[src/rtl/ipic_pkg.sv]
// Shared definitions for the IPIC command sequencer.
//  - IPIC engine command codes and the engine idle state code.
//  - Sequencer FSM state encoding.
//  - A helper that says whether a command type can be issued to the engine.
package ipic_pkg;

  localparam logic [2:0] IPIC_SINGLE_RD = 3'd2;
  localparam logic [2:0] IPIC_SINGLE_WR = 3'd3;
  localparam logic [3:0] IPIC_ST_IDLE   = 4'd0;

  typedef enum logic [1:0] {
    SEQ_IDLE  = 2'd0,
    SEQ_ISSUE = 2'd1,
    SEQ_BUSY  = 2'd2,
    SEQ_RESP  = 2'd3
  } seq_state_e;

  function automatic logic is_supported(input logic [2:0] t);
    return (t == IPIC_SINGLE_RD) || (t == IPIC_SINGLE_WR);
  endfunction

endpackage

[src/rtl/ipic_cmd_fifo.sv]
// Synchronous command FIFO for the IPIC sequencer.
//  Pointers carry one extra wrap bit: equal pointers mean empty, pointers
//  that differ only in the wrap bit mean full. A push and a pop in the same
//  cycle are both honoured. dout shows the head entry combinationally.
// Ports:
//  clk, reset   clock, synchronous active-high reset (empties the FIFO)
//  push, din    write request and data (ignored when full)
//  pop          read request (ignored when empty)
//  dout         head entry
//  full, empty  occupancy flags
module ipic_cmd_fifo #(
  parameter int WIDTH = 67,
  parameter int DEPTH = 4
) (
  input  logic             clk,
  input  logic             reset,
  input  logic             push,
  input  logic [WIDTH-1:0] din,
  input  logic             pop,
  output logic [WIDTH-1:0] dout,
  output logic             full,
  output logic             empty
);

  localparam int AW = $clog2(DEPTH);

  logic [WIDTH-1:0] mem [DEPTH];
  logic [AW:0]      wr_ptr;
  logic [AW:0]      rd_ptr;
  logic             do_push;
  logic             do_pop;

  assign empty   = (wr_ptr == rd_ptr);
  assign full    = (wr_ptr[AW] != rd_ptr[AW]) && (wr_ptr[AW-1:0] == rd_ptr[AW-1:0]);
  assign do_push = push && !full;
  assign do_pop  = pop && !empty;
  assign dout    = mem[rd_ptr[AW-1:0]];

  always_ff @(posedge clk) begin
    if (reset) begin
      wr_ptr <= '0;
      rd_ptr <= '0;
    end else begin
      if (do_push) wr_ptr <= wr_ptr + (AW+1)'(1);
      if (do_pop)  rd_ptr <= rd_ptr + (AW+1)'(1);
    end
  end

  always_ff @(posedge clk) begin
    if (do_push) mem[wr_ptr[AW-1:0]] <= din;
  end

endmodule

[src/rtl/ipic_cmd_sequencer.sv]
// IPIC command sequencer: queues register read/write commands in a small
// FIFO and issues them one at a time to the IPIC lite engine over the
// ipic_start/ipic_done interface, returning each result on a response channel.
//
// Handshakes: a transfer happens on a rising clk edge where valid && ready are
// both high. The source holds valid and its payload stable until that edge;
// cmd_ready is !full, rsp_valid stays high with rsp_* frozen until rsp_ready.
//
// Optional feature macro: IPIC_CMD_TIMEOUT_EN adds a watchdog that ends an
// ISSUE/BUSY wait after TIMEOUT_CYC cycles with rsp_err=1 and rsp_rdata=0.
//
// Ports:
//  clk, reset                  clock, synchronous active-high reset
//  cmd_valid/ready/type/addr/wdata   command input channel
//  rsp_valid/ready/rdata/err   response output channel
//  ipic_type, ipic_start, read_addr, write_addr, write_data  to engine
//  ipic_done, single_read_data, ipic_state                   from engine
//  dbg_state                   current sequencer FSM state
module ipic_cmd_sequencer
  import ipic_pkg::*;
#(
  parameter int ADDR_WIDTH  = 32,
  parameter int DATA_WIDTH  = 32,
  parameter int FIFO_DEPTH  = 4,
  parameter int TIMEOUT_CYC = 1024
) (
  input  logic                  clk,
  input  logic                  reset,
  input  logic                  cmd_valid,
  output logic                  cmd_ready,
  input  logic [2:0]            cmd_type,
  input  logic [ADDR_WIDTH-1:0] cmd_addr,
  input  logic [DATA_WIDTH-1:0] cmd_wdata,
  output logic                  rsp_valid,
  input  logic                  rsp_ready,
  output logic [DATA_WIDTH-1:0] rsp_rdata,
  output logic                  rsp_err,
  output logic [2:0]            ipic_type,
  output logic                  ipic_start,
  input  logic                  ipic_done,
  output logic [ADDR_WIDTH-1:0] read_addr,
  output logic [ADDR_WIDTH-1:0] write_addr,
  output logic [DATA_WIDTH-1:0] write_data,
  input  logic [DATA_WIDTH-1:0] single_read_data,
  input  logic [3:0]            ipic_state,
  output logic [1:0]            dbg_state
);

  localparam int FW = 3 + ADDR_WIDTH + DATA_WIDTH;

  if (FIFO_DEPTH < 2 || (FIFO_DEPTH & (FIFO_DEPTH - 1)) != 0) begin : g_bad_depth
    $error("FIFO_DEPTH must be a power of 2 and at least 2");
  end
  if (TIMEOUT_CYC < 2) begin : g_bad_timeout
    $error("TIMEOUT_CYC must be at least 2");
  end

  seq_state_e            state_q;
  seq_state_e            state_d;
  logic [FW-1:0]         fifo_din;
  logic [FW-1:0]         fifo_dout;
  logic                  fifo_full;
  logic                  fifo_empty;
  logic                  fifo_pop;
  logic [2:0]            head_type;
  logic [ADDR_WIDTH-1:0] head_addr;
  logic [DATA_WIDTH-1:0] head_wdata;
  logic [2:0]            type_q;
  logic [ADDR_WIDTH-1:0] addr_q;
  logic [DATA_WIDTH-1:0] wdata_q;
  logic [DATA_WIDTH-1:0] rdata_q;
  logic                  err_q;
  logic                  done_q;
  logic                  done_rise;
  logic                  timeout;

  assign fifo_din = {cmd_type, cmd_addr, cmd_wdata};
  assign {head_type, head_addr, head_wdata} = fifo_dout;

  // The head is taken as soon as the FSM is idle, so issue latency is one cycle.
  assign fifo_pop  = (state_q == SEQ_IDLE) && !fifo_empty;
  assign done_rise = ipic_done && !done_q;

  ipic_cmd_fifo #(
    .WIDTH (FW),
    .DEPTH (FIFO_DEPTH)
  ) u_fifo (
    .clk   (clk),
    .reset (reset),
    .push  (cmd_valid),
    .din   (fifo_din),
    .pop   (fifo_pop),
    .dout  (fifo_dout),
    .full  (fifo_full),
    .empty (fifo_empty)
  );

`ifdef IPIC_CMD_TIMEOUT_EN
  localparam int TW = $clog2(TIMEOUT_CYC) + 1;
  logic [TW-1:0] to_cnt;

  // Counts cycles spent waiting on the engine; cleared in every other state.
  always_ff @(posedge clk) begin
    if (reset || !(state_q == SEQ_ISSUE || state_q == SEQ_BUSY)) begin
      to_cnt <= '0;
    end else begin
      to_cnt <= to_cnt + TW'(1);
    end
  end

  assign timeout = (state_q == SEQ_ISSUE || state_q == SEQ_BUSY) &&
                   (to_cnt == TW'(TIMEOUT_CYC - 1));
`else
  assign timeout = 1'b0;
`endif

  // State register.
  always_ff @(posedge clk) begin
    if (reset) state_q <= SEQ_IDLE;
    else       state_q <= state_d;
  end

  // Next-state logic.
  always_comb begin
    state_d = state_q;
    case (state_q)
      SEQ_IDLE: begin
        if (!fifo_empty) state_d = is_supported(head_type) ? SEQ_ISSUE : SEQ_RESP;
      end
      SEQ_ISSUE: begin
        if (timeout)                         state_d = SEQ_RESP;
        else if (ipic_state != IPIC_ST_IDLE) state_d = SEQ_BUSY;
      end
      SEQ_BUSY: begin
        if (timeout || done_rise) state_d = SEQ_RESP;
      end
      SEQ_RESP: begin
        if (rsp_ready) state_d = SEQ_IDLE;
      end
      default: state_d = SEQ_IDLE;
    endcase
  end

  // Command register and response capture. Engine-facing values only change
  // when a supported command leaves IDLE, so they are frozen through RESP.
  always_ff @(posedge clk) begin
    if (reset) begin
      type_q  <= '0;
      addr_q  <= '0;
      wdata_q <= '0;
      rdata_q <= '0;
      err_q   <= 1'b0;
      done_q  <= 1'b0;
    end else begin
      done_q <= ipic_done;
      case (state_q)
        SEQ_IDLE: begin
          if (fifo_pop) begin
            rdata_q <= '0;
            err_q   <= !is_supported(head_type);
            if (is_supported(head_type)) begin
              type_q  <= head_type;
              addr_q  <= head_addr;
              wdata_q <= head_wdata;
            end
          end
        end
        SEQ_ISSUE, SEQ_BUSY: begin
          if (timeout) begin
            err_q   <= 1'b1;
            rdata_q <= '0;
          end else if (state_q == SEQ_BUSY && done_rise && type_q == IPIC_SINGLE_RD) begin
            rdata_q <= single_read_data;
          end
        end
        default: ;
      endcase
    end
  end

  // Outputs.
  always_comb begin
    ipic_start = (state_q == SEQ_ISSUE);
    rsp_valid  = (state_q == SEQ_RESP);
    cmd_ready  = !fifo_full;
    rsp_rdata  = rdata_q;
    rsp_err    = err_q;
    ipic_type  = type_q;
    read_addr  = addr_q;
    write_addr = addr_q;
    write_data = wdata_q;
    dbg_state  = state_q;
  end

endmodule

[config.mk]
export PLATFORM = sky130hd
export DESIGN_NAME = ipic_cmd_sequencer
export DESIGN_NICKNAME = d
export VERILOG_FILES = /design/src/rtl/ipic_pkg.sv /design/src/rtl/ipic_cmd_fifo.sv /design/src/rtl/ipic_cmd_sequencer.sv
export SDC_FILE = /design/constraint.sdc
export NUM_CORES = 1
export LEC_CHECK = 0
export CORE_MARGIN = 10
export CORE_UTILIZATION = 35
export CTS_CLUSTER_SIZE = 30
export DETAILED_ROUTE_END_ITERATION = 10
export HOLD_SLACK_MARGIN = 0.12
export PLACE_DENSITY = 0.67
export SLEW_MARGIN = 20
export SYNTH_ARGS = -nofsm -noshare
export SYNTH_HDL_FRONTEND = slang
export SYNTH_SLANG_ARGS = --single-unit
[constraint.sdc]
create_clock -name clk -period 3.97 [get_ports clk]
set_clock_uncertainty 0.05 [all_clocks]
set_input_delay 0.794 -clock clk [delete_from_list [all_inputs] [get_ports clk]]
set_output_delay 0.794 -clock clk [all_outputs]
set_load 0.02 [all_outputs]
### After elaboration in Yosys (flattened, before gate mapping)

Memories as Yosys holds them, arrays and structs flattened. A register that Yosys moved wholly into a read port is not among the register bits.
Index checks and enable logic that the tools add are counted.

| operators by class | value |
|---|---|
| $add $sub $neg | 2 |
| reduce and logical (&&, ||, !) cells | 20 |
| muxes and demuxes | 13 |
| eq/ne operators | 15 |

Operators by type and width:

| kind | count |
|---|---|
| $mux 32 | 2 |
| $pmux 32 s2 | 1 |
| $mux 2 | 7 |
| $eq 3x2->1 const B | 3 |
| $pmux 2 s4 | 1 |
| $logic_and 1x1->1 | 7 |
| $add 3x1->3 const B | 2 |
| $ne 2x1->1 const B | 3 |
| $ne 2x2->1 const B | 3 |
| $reduce_and 3->1 | 2 |
| $eq 2x2->1 const B | 2 |
| $logic_not 1->1 | 4 |
| $reduce_and 4->1 | 1 |
| $reduce_bool 4->1 | 1 |
| $eq 3x3->1 | 1 |
| $eq 2x1->1 const B | 1 |
| $eq 2x2->1 | 1 |
| $logic_not 2->1 | 1 |
| $mux 1 | 2 |
| $reduce_and 2->1 | 1 |
| $reduce_bool 2->1 | 1 |
| $reduce_or 2->1 | 1 |
| $logic_or 1x1->1 | 1 |
| $ne 1x1->1 | 1 |

| storage, ports and cells | value |
|---|---|
| memories kept | 1 |
| bits of input ports | 108 |
| output and inout bits | 137 |
| flip-flop bits (word level) | 109 |
| memory bits (writable) | 268 |
| logic and storage cells | 60 |

Memories:

| memory | words | width | rd ports | clocked after Yosys merged registers in | write ports | RTL line | text |
|---|---|---|---|---|---|---|---|
| u_fifo.mem | 4 | 67 | 1 | 1 | 1 | ipic_cmd_fifo.sv:27 | `logic [WIDTH-1:0] mem [DEPTH];` |

### Depth between registers and ports, before layout

| depth | value |
|---|---|
| depth after elaboration | 6 |
| mapped depth | 9 |
| depth with buffers taken out | 7 |

### Hierarchy

Synthesis repeated with hierarchy kept, for this count alone.

| second synthesis, totals | value |
|---|---|
| cell total of the unflattened synthesis | 847 |
| area, all modules | 14056.0 µm² |

Modules (own cells, without submodules):

| module | cells each | times used | area each (µm²) | seq. area each (µm²) |
|---|---|---|---|---|
| ipic_cmd_fifo | 418 | 1 | 10219.8 | 8207.9 |
| ipic_cmd_sequencer | 429 | 1 | 3836.2 | 2062.0 |

### Worst setup path before layout

OpenSTA, ideal clock, no wires.

| path | value |
|---|---|
| kind | input to register |
| start | input port cmd_valid |
| end | memory u_fifo.mem[3][0] (enable) |
| library setup time | 434 ps |
| required time | 3486 ps |
| path slack | 827 ps |
| cell stages on the path | 2 |
| data arrival time | 2659 ps |
| buffers on the path | 0 |
| cell sequence | o31a_1 -> and2_1 |

| on the way | value |
|---|---|
| longest elaborated chain between the ends | 3 |

RTL lines:

| item | RTL line | text |
|---|---|---|
| start, declared | ipic_cmd_sequencer.sv:29 | `input logic cmd_valid,` |
| $logic_and 1x1->1 | ipic_cmd_fifo.sv:35 | `assign do_push = push && !full;` |
| $mux 1 | ipic_cmd_fifo.sv:50 | `if (do_push) mem[wr_ptr[AW-1:0]] <= din;` |
| $mux 1 (implied by the code) | ipic_cmd_fifo.sv:50 |  |
| end, declared | ipic_cmd_fifo.sv:27 |  |

Every way passes these cells.

### Worst setup path in the final report

| path | value |
|---|---|
| start | register u_fifo.wr_ptr[0] |
| end | output port cmd_ready |

| on the way | value |
|---|---|
| longest elaborated chain between the ends | 3 |

RTL lines:

| item | RTL line | text |
|---|---|---|
| start, declared | ipic_cmd_fifo.sv:28 | `logic [AW:0] wr_ptr;` |
| start signal, assigned | ipic_cmd_fifo.sv:44 | `if (do_push) wr_ptr <= wr_ptr + (AW+1)'(1);` |
| $eq 2x2->1 | ipic_cmd_fifo.sv:34 | `assign full = (wr_ptr[AW] != rd_ptr[AW]) && (wr_ptr[AW-1:0] == rd_ptr[AW-1:0]);` |
| $logic_and 1x1->1 | ipic_cmd_fifo.sv:34 |  |
| $logic_not 1->1 | ipic_cmd_sequencer.sv:185 | `cmd_ready = !fifo_full;` |
| end, declared | ipic_cmd_sequencer.sv:30 | `output logic cmd_ready,` |

Every way passes these cells.

==> results.yml <==
floorplanning:
  chipWidth_um: 220.5
  rows: 73
  io_pins: 245
  core_area_sq_um: 39730
  die_y_um: 220.5
  dieArea_sq_um: 48620
  start_util_pct: 35.41
run:
  max_cap_viol_count: 0
global_routing:
  grt_pass1_vias: 8173
  grt.total_usage_pct: 13.19
  overflow: 0
  grt_max_degree: 66
  grt_pass1_wl_mm: 48.96
  antenna_found_initial: 3
clock_tree:
  cts_num_sinks: 379
  cts_tree: "built"
  cts_setup_buffers: 0
  clockBufferDepth: 3
  insertion_delay_ns: 0.55
  hold_buffers: 0
  cts_buffers: 41
  ctsResizeCount: 0
  clkSlewWorstSetupHoldPaths_ns: 0.06
  cts_root_buf: "clkbuf_16"
  htreeDepth: 2
routing:
  drt_first_pass_iters: 5
  vias: 7947
  antenna_left: 0
  drtIter0Drc: 566
  drt_wl_total_mm: 33.02
  vias_per_cell: 4.759
  post_drt_wl_per_cell_um: 19.77
  drc: 0
power:
  p_per_area_nw_per_um2: 647.1
  seqPwrFrac_pct: 41.4
  p_clk_share_pct: 34.4
  p_comb_share_pct: 24.2
  power.leakage_nw: 5.881
  p_int_mw: 8.520
  sw_frac_of_total_pct: 28.31
  switchingPower_mw: 3.365
  peakVddDrop_v: 0.0003654
  p_total_mw: 11.88
synth:
  yosysSeqAreaShare_pct: 73.00
  synth_flop_cell: "edfxtp_1"
  yosysTopAreaCellShare_pct: 57.20
  ys_top_cells_by_count: "edfxtp_1, nand2_1, dfxtp_1"
  synthTopCellsByArea: "edfxtp_1, dfxtp_1, mux4_2, a21oi_1, nand2_1"
  synth.most_common_cell: "edfxtp_1"
  yosysUniqueCellTypes: 33
  syn-num-nets: 1010
  synthesis.area_sq_um: 14070
  ys_warn_count: 0
  syn_inst: 893
  avgSynthCellArea_sq_um: 15.75
  synth_edf_count: 268
  yosys.area.top_type: "edfxtp_1"
  synth-seq-cells: 379
  async_flop_share_pct: 0
sta:
  hold_slack_ns: 0.4031
  slew_headroom_pct: 43.29
  hold_violations: 0
  rsz0062_at_grt: "false"
  setup_viol: 0
  finalMaxSlewViolations: 0
  tns_ns: 0
  finalCritPeriodShare_pct: 76.00
  max_freq_mhz: 331.4
  layout_setup_ws_ns: 0.9529
  worst_slew_pin_slew_ns: 0.8507
  fin_crit_ns: 3.017
cells_and_area:
  stdcell_area_sq_um: 18370
  area_growth_pct: 30.55
  drive_gt1_share_pct: 13.99
  fill_cells: 3446
  nets: 1229
setup_path:
  ff2ff_path_depth: 5
  arrival_ns: 2.17
  critical_path_class: "flop to output port"
  cpPeakStageDelay_ns: 0.63
  end_kind: "output port"
  required_ns: 3.13
  crit_fanout: 5
  slowest_stage: "clkdlybuf4s50_1"
  path_cells: "xor2_1, or3_1, clkdlybuf4s50_1"
  start_kind: "flop"
place:
  place_area_sq_um: 16890
  hpwl_mm: 20.98
  post-place-ws_ns: 0.9874
  finalWeightedCongestion: 0.7450
  portBuffers: 244
run_status:
  status: "completed"
min_path:
  worstHoldPathCells: 2
  hold_class: "flop to flop"
-- power by group through the flow --
| stage | Combinational, mW | Clock [mW] | Sequential [mW] |
|---|---|---|---|
| 6_report | 2.88 | 4.09 | 4.92 |
| 5_1_grt | 3.13 | 4.37 | 4.98 |
| 4_1_cts | 2.94 | 4.20 | 4.94 |
| 3_5_place_dp | 2.93 | 0 | 5.02 |
| 3_3_place_gp | 2.90 | 0 | 5.00 |
| 2_1_floorplan | 1.85 | 0 | 5.08 |
-- sequential cells by signal, summed over array words and instances, names as in the netlist, named ones only --
| name | flops |
|---|---|
| rsp_rdata | 32 |
| dbg_state | 2 |
| u_fifo.wr_ptr | 3 |
| u_fifo.mem | 268 |
| ipic_type | 3 |
| u_fifo.rd_ptr | 3 |
| rsp_err | 1 |
| read_addr | 32 |
| write_data | 32 |
| done_q | 1 |
-- cell usage in the layout (no fill, tap or decap), types with 5 or more instances in the layout --
master,netlist,routed
clkdlybuf4s50_1,0,243
ha_1,9,9
nand2b_1,37,37
mux4_2,66,66
nand2_1,133,133
xor2_1,5,5
dfxtp_1,111,109
clkbuf_16,0,43
edfxtp_1,268,268
inv_1,5,5
bufinv_16,0,7
a21oi_1,101,101
clkinv_2,0,5
nor2_1,13,12
buf_4,35,12
clkinvlp_4,0,5
nand3_1,35,35
-- layout make-up --
class | count | area (sq um) | share of cell area [%]
Timing Repair Buffer | 259 | 2603 | 14.17
Clock inverter | 25 | 330.3 | 1.798
Antenna cell | 1 | 2.502 | 0.01362
Clock buffer | 50 | 1142 | 6.220
Tap cell | 525 | 656.9 | 3.577
Inverter | 5 | 18.77 | 0.1022
Multi-Input combinational cell | 426 | 3336 | 18.16
Sequential cell | 379 | 10280 | 55.96
-- per-layer routing --
metal / vias up / track usage, % / wire (um) / share of wire [%]
li1: 3735 / - / - / -
met1: 3921 / 16.33 / 13790 / 42
met2: 247 / 21.76 / 15820 / 48
met3: 40 / 4.206 / 2771 / 8.4
met4: 4 / 3.945 / 619 / 1.9
met5: - / 0 / 22 / 0.067
-- cell families after synthesis --
logic type      after synthesis  synth area share, %
compound gates              107                4.082
xor+xnor                      8               0.4981
fa+ha+maj                     9               0.8004
buf+inv                      88                3.433
flops                       379                73.00
mux                          67                10.64
simple gates                235                7.551
-- path summary, 6_finish.rpt --
path / startpoint / endpoint / slack, ns
min reg2reg: write_data[22]$_SDFFE_PP0P_ / write_data[22]$_SDFFE_PP0P_ / 0.40
max reg2reg: flop / read_addr[31]$_SDFFE_PP0P_ / 1.49
min: write_data[22]$_SDFFE_PP0P_ / write_data[22]$_SDFFE_PP0P_ / 0.40
max: u_fifo.wr_ptr[0]$_SDFFE_PP0N_ / cmd_ready / 0.95
-- per-stage QoR --
step | cells | utilization [%]
2_1_floorplan | 893 | -
3_5_place_dp | 1594 | 42.51
6_report | 1670 | 46.23
5_1_grt | 1669 | 46.22
3_3_place_gp | 1594 | 42.51
4_1_cts | 1669 | 46.22
-- worst max-delay path: cells and delay by family (launching register included) --
kind	cells	cell delay (ns)
AND/OR/NAND/NOR	1	0.22
XOR/XNOR	1	0.35
buffers and inverters	1	0.63
flip-flops	1	0.44
Power figures use the tool's default switching activity.
